## src/rtl/omsp_spi_slave.sv

```systemverilog
// SPI slave peripheral on the openMSP430 peripheral bus: one byte-wide shift
// channel with DATA/CNTRL/STATUS registers, all SPI pins resynchronised to mclk.
module omsp_spi_slave #(
  parameter logic [14:0] BASE_ADDR = 15'h0158,
  parameter int          DEC_WD    = 2
) (
  input  logic        mclk,
  input  logic        puc_rst_n,
  input  logic [13:0] per_addr,
  input  logic [15:0] per_din,
  input  logic        per_en,
  input  logic [1:0]  per_we,
  output logic [15:0] per_dout,
  input  logic        sck,
  input  logic        ss,
  input  logic        mosi,
  output logic        miso,
  output logic        miso_oe,
  output logic        irq_spi
);

  localparam int WA = DEC_WD - 1;

  // Bus access: a transfer is a single cycle with per_en high; per_we=0 is a
  // read (data valid combinationally), per_we[0]/[1] write the low/high byte.
  logic          reg_sel;
  logic [WA-1:0] word_off;
  logic          sel_w0, sel_w1;
  logic          data_wr, cntrl_wr, stat_wr, data_rd, any_rd;

  assign reg_sel  = per_en & (per_addr[13:WA] == BASE_ADDR[14:DEC_WD]);
  assign word_off = per_addr[WA-1:0];
  assign sel_w0   = reg_sel & (word_off == WA'(0));
  assign sel_w1   = reg_sel & (word_off == WA'(1));
  assign any_rd   = reg_sel & (per_we == 2'b00);
  assign data_rd  = sel_w0 & (per_we == 2'b00);
  assign data_wr  = sel_w0 & per_we[0];
  assign cntrl_wr = sel_w0 & per_we[1];
  assign stat_wr  = sel_w1 & per_we[0];

  logic [4:0] cntrl;
  logic [7:0] tx_buf, rx_data, tx_sh, rx_sh;
  logic [2:0] bit_cnt;
  logic       rx_full, tx_full, overrun;
  logic [1:0] sck_sync, ss_sync, mosi_sync;
  logic       sck_prev, active_d;

  logic cpol, cpha, en, rxie, txie;
  assign {txie, rxie, en, cpha, cpol} = cntrl;

  logic sck_s, ss_s, mosi_s, active;
  logic lead_edge, trail_edge, sample_edge, drive_edge, byte_load, byte_done;
  logic [7:0] rx_next;

  assign sck_s  = sck_sync[1];
  assign ss_s   = ss_sync[1];
  assign mosi_s = mosi_sync[1];
  assign active = en & ~ss_s;

  assign lead_edge   = active & (sck_prev == cpol) & (sck_s != cpol);
  assign trail_edge  = active & (sck_prev != cpol) & (sck_s == cpol);
  assign sample_edge = cpha ? trail_edge : lead_edge;
  assign drive_edge  = cpha ? lead_edge  : trail_edge;
  // cpha=0 needs bit 7 on miso before the first edge, so load on selection.
  assign byte_load   = (active & ~active_d & ~cpha) | (drive_edge & (bit_cnt == 3'd0));
  assign byte_done   = sample_edge & (bit_cnt == 3'd7);
  assign rx_next     = {rx_sh[6:0], mosi_s};

  always_ff @(posedge mclk or negedge puc_rst_n) begin
    if (!puc_rst_n) begin
      sck_sync  <= 2'b00;
      ss_sync   <= 2'b11;
      mosi_sync <= 2'b00;
      sck_prev  <= 1'b0;
      active_d  <= 1'b0;
      cntrl     <= '0;
      tx_buf    <= '0;
      rx_data   <= '0;
      tx_sh     <= '0;
      rx_sh     <= '0;
      bit_cnt   <= '0;
      rx_full   <= 1'b0;
      tx_full   <= 1'b0;
      overrun   <= 1'b0;
    end else begin
      sck_sync  <= {sck_sync[0], sck};
      ss_sync   <= {ss_sync[0], ss};
      mosi_sync <= {mosi_sync[0], mosi};
      sck_prev  <= sck_s;
      active_d  <= active;

      if (!active) begin
        bit_cnt <= '0;
      end else if (sample_edge) begin
        rx_sh   <= rx_next;
        bit_cnt <= bit_cnt + 3'd1;
      end

      if (byte_load) begin
        tx_sh <= tx_full ? tx_buf : 8'h00;
        if (tx_full) tx_full <= 1'b0;
      end else if (drive_edge) begin
        tx_sh <= {tx_sh[6:0], 1'b0};
      end

      // Later assignments win: a bus write overrides the same-cycle load clear.
      if (data_wr) begin
        tx_buf  <= per_din[7:0];
        tx_full <= 1'b1;
      end
      if (cntrl_wr) cntrl <= per_din[12:8];

      if (data_rd) rx_full <= 1'b0;
      if (stat_wr && per_din[2]) overrun <= 1'b0;
      if (byte_done) begin
        rx_data <= rx_next;
        rx_full <= 1'b1;
        if (rx_full && !data_rd) overrun <= 1'b1;
      end
    end
  end

  always_comb begin
    per_dout = 16'h0000;
    if (any_rd && sel_w0) per_dout = {3'b000, cntrl, rx_data};
    if (any_rd && sel_w1) per_dout = {8'h00, 4'h0, active, overrun, tx_full, rx_full};
  end

  assign miso    = active & tx_sh[7];
  assign miso_oe = active;
  assign irq_spi = (rx_full & rxie) | (~tx_full & txie);

endmodule
```

## config.mk

```make
export PLATFORM = sky130hd
export DESIGN_NAME = omsp_spi_slave
export DESIGN_NICKNAME = d
export VERILOG_FILES = /design/src/rtl/omsp_spi_slave.sv
export SDC_FILE = /design/constraint.sdc
export NUM_CORES = 1
export LEC_CHECK = 0
export BUFFER_PORTS_ARGS = -buffer_cell sky130_fd_sc_hd__buf_4
export CAP_MARGIN = 10
export CORE_ASPECT_RATIO = 1.1
export CORE_MARGIN = 2
export CORE_UTILIZATION = 48
export DETAILED_ROUTE_END_ITERATION = 7
export GPL_TIMING_DRIVEN = 0
export PLACE_DENSITY_LB_ADDON = 0.1
export SLEW_MARGIN = 30
export SYNTH_ARGS = -nofsm -noshare
export SYNTH_HDL_FRONTEND = slang
export SYNTH_SLANG_ARGS = --single-unit
```

## constraint.sdc

```tcl
create_clock -name mclk -period 2.25 [get_ports mclk]
set_clock_uncertainty 0.2 [all_clocks]
set_input_delay 0.45 -clock mclk [delete_from_list [all_inputs] [get_ports mclk]]
set_output_delay 0.45 -clock mclk [all_outputs]
set_load 0.05 [all_outputs]
```

==> run summary <==
- **worst-margin pin slew** 0.623 ns
- **most used routing layer** met2
- **die area** 5460 sq um
- **share of final-layout standard cells stronger than drive strength 1** 50.6%
- **Critical Path Source** per_addr[1]
- **clock insertion delay at the later pin of the skew report** 0.31 ns
- **via count of the routed design** 1,586
- **global routing met1 resource utilization** 23.0%
- **number of antenna cells inserted** 0
- **worst-case hold slack** 0.0388 ns
- **CTS tree** yes
- **Worst IR Drop VDD** 0.558 mV
- **standard cell core area** 4680 sq um
- **proportion of register bits with asynchronous set or reset after synthesis** 100%
- **maximum clock frequency** 398 MHz
- **part of the cycle the worst path needs** 112%
- **total routing usage reported by global routing** 18.4%
- **final total negative setup slack** -3.28 ns
- **Routed Antenna Nets** 0
- **count of nets after finishing** 289
- **source of the worst hold timing path** mosi
- **sort of element at the end of the critical path** primary output
- **height of the die** 77.3 um
- **maximum number of pins on one net before global-route repair** 51
- **Startpoint Class** input pin
- **total DRC errors in the routed layout** 0
- **Overflow after GRT** 0
- **master cell of the clock root buffer** sky130_fd_sc_hd__clkbuf_8
- **top-level I/O count** 57
- **detailed router's first-iteration violation count** 40
- **maximum fanout along the worst path** 5
- **total count of max-transition violations in the final report** 0
- **count of flip-flops with a built-in enable after synthesis** 0
- **grt met3 use** 4.60%
- **most frequent cells in the layout** sky130_fd_sc_hd__dfrtp_1 (48), sky130_fd_sc_hd__buf_4 (39), sky130_fd_sc_hd__mux2_2 (24)
- **layout overhead on the synthesized area** 34.9%
- **synthesized area per cell** 12.8 sq um
- **max-cap check violation count** 0
- **die span in x** 70.7 um
- **sink count of the clock tree** 50
- **final number of hold-violating endpoints** 0
- **total of fill cells in the finished design** 359
- **Top FF cell, synth** sky130_fd_sc_hd__dfrtp_1
- **Worst Hold Class** in2reg
- **setup ws final** -0.263 ns
- **port buffer count** 50
- **global-route wire length before repair** 7890 um
- **pwr dens** 524 nW/um^2
- **Post-Synthesis Cells** 184
- **commonest non-fill, non-tap cell in the layout** sky130_fd_sc_hd__dfrtp_1
- **setup repair after global routing missed its margin** true
- **leakage component of the power** 1.56 nW
- **std cell rows** 26
- **failing checks** negative setup slack
- **H-tree depth reported by CTS** 2
- **antenna violations before repair** 0
- **arrival time worst endpoint** 1.86 ns
- **weighted congestion reported at the end of routability-driven placement** 0.721
- **clock edge transition at the registers on the reported setup and hold paths** 0.10 ns
- **Critical Setup Path Class** in2out
- **CTS buffer count** 5
- **initial core utilization** 50.1%
- **share of synthesized area occupied by flip-flops and latches** 53.4%
- **post-detailed-route wirelength per cell** 15.2 um
- **total detailed-routing wirelength** 4630 um
- **number of vias per cell after detailed routing** 5.20
- **buffer depth of the longest clock path** 2
- **vias in the first global route** 1,734
- **headroom to the max-slew limit** 58.5%
- **Power Total** 1.66 mW
- **final worst path period need** 2.51 ns
- **half-perimeter wire length after placement** 3060 um
- **Synth Register Bits** 50
- **distinct cell type count after synthesis** 37
- **startpoint of the worst register-to-register path** cntrl[1]
- **outcome** finished, violations left
- **# setup viols final** 13
- **1st-pass router iterations** 4
- **Worst Path Required** 1.60 ns
- **M2 GR Usage** 31.6%
- **Mapped Area** 2350 sq um
- **count of yosys warnings during synthesis** 0
what timing repair did:
action / in CTS / in global routing
pin swaps: 7 / 3
gates cloned: 1 / 0
gates resized for setup: 30 / 3
setup endpoints to repair: 13 / 26
hold buffers: 1 / 0
setup buffers: 4 / 0
endpoints found under the hold margin: 48 / 0
registers in the layout, indices dropped and copies added, names as in the netlist:
register,flops
active_d,1
bit_cnt,3
cntrl,5
mosi_sync,2
overrun,1
rx_data,8
rx_full,1
rx_sh,7
sck_prev,1
sck_sync,2
ss_sync,2
tx_buf,8
tx_full,1
tx_sh,8
cell type report:
| cell class | instances | area (sq um) | area share, % |
|---|---|---|---|
| sequential | 50 | 1250 | 39.6 |
| multi-input combinational | 116 | 1090 | 34.4 |
| timing repair buffer | 56 | 538 | 17.0 |
| tap | 56 | 70.1 | 2.21 |
| clock buffer | 5 | 68.8 | 2.17 |
| buffer | 7 | 57.6 | 1.82 |
| inverter | 12 | 45.0 | 1.42 |
| clock inverter | 3 | 43.8 | 1.38 |
report_power, final:
part / internal [mW] / total [mW] / switching, mW
Clock: 0.333 / 0.642 / 0.308
Sequential: 0.906 / 0.911 / 0.00518
Combinational: 0.0547 / 0.104 / 0.0493
final timing paths:
path                           endpoint  slack (ns)  cells after the start
setup / recovery            per_dout[3]       -0.26                      7
hold / removal             mosi_sync[0]        0.04                      1
setup reg to reg             rx_data[7]        0.15                      5
hold reg to reg             sck_sync[1]        0.16                      0
max in group asynchronous       overrun        0.94                      2
min in group asynchronous     tx_buf[3]        0.50                      2
routing by layer:
| metal | vias to the layer above | part of all wire [%] |
|---|---|---|
| met1 | 793 | 44 |
| li1 | 768 | - |
| met3 | 5 | 2.8 |
| met5 | - | 0 |
| met4 | 0 | 1.1 |
| met2 | 20 | 52 |
cell families (layout without fill, tap and decap cells):
family	count (synthesis)	after routing	share of synthesized area (%)
muxes	44	44	21.8
xor gates and xnor gates	1	1	0.694
DFF	50	50	53.4
and+or+nand+nor	46	46	12.6
buffers and inverters	20	83	4.05
AOI/OAI and AO/OA	19	19	5.65
other	1	3	0.160
adders and majority gates	3	3	1.60
worst max-delay path, stage by stage:
cell and delay, ns:
sky130_fd_sc_hd__buf_6 0.09, sky130_fd_sc_hd__nor4bb_4 0.28, sky130_fd_sc_hd__nand4_1 0.21, sky130_fd_sc_hd__nor4_4 0.30, sky130_fd_sc_hd__buf_4 0.21, sky130_fd_sc_hd__a22o_2 0.17
sky130_fd_sc_hd__buf_8 0.15
through the flow:
stage | cells | utilization [%] | cell area [sq um] | worst slack [ns]
3_3_place_gp | 292 | 61.4 | 2870 | -0.459
3_5_place_dp | 292 | 61.4 | 2870 | -0.464
2_1_floorplan | 186 | - | 2430 | -0.0789
6_report | 305 | 67.5 | 3160 | -0.263
5_1_grt | 305 | 67.5 | 3160 | -0.346
4_1_cts | 306 | 67.3 | 3150 | -0.316
synthesized netlist by cell type (2+ instances only):
cell type / n / share of area [%]
sky130_fd_sc_hd__a21oi_1: 2 / 0.43
sky130_fd_sc_hd__a22o_1: 6 / 2.2
sky130_fd_sc_hd__and2_1: 13 / 3.5
sky130_fd_sc_hd__buf_4: 3 / 0.96
sky130_fd_sc_hd__clkbuf_1: 3 / 0.48
sky130_fd_sc_hd__dfrtp_1: 48 / 51
sky130_fd_sc_hd__dfstp_2: 2 / 2.2
sky130_fd_sc_hd__ha_1: 3 / 1.6
sky130_fd_sc_hd__inv_1: 12 / 1.9
sky130_fd_sc_hd__mux2_2: 24 / 12
sky130_fd_sc_hd__mux2_4: 8 / 5.1
sky130_fd_sc_hd__mux2i_1: 12 / 5.1
sky130_fd_sc_hd__nand2_1: 7 / 1.1
sky130_fd_sc_hd__nand2b_1: 2 / 0.53
sky130_fd_sc_hd__nand3_1: 3 / 0.64
sky130_fd_sc_hd__nor2_1: 3 / 0.48
sky130_fd_sc_hd__nor2b_1: 2 / 0.53
sky130_fd_sc_hd__nor4b_1: 2 / 0.75
sky130_fd_sc_hd__nor4bb_1: 5 / 2.1
sky130_fd_sc_hd__o21ai_0: 6 / 1.3
sky130_fd_sc_hd__o31ai_1: 2 / 0.64
No activity file was read; power rests on OpenSTA's default activity.
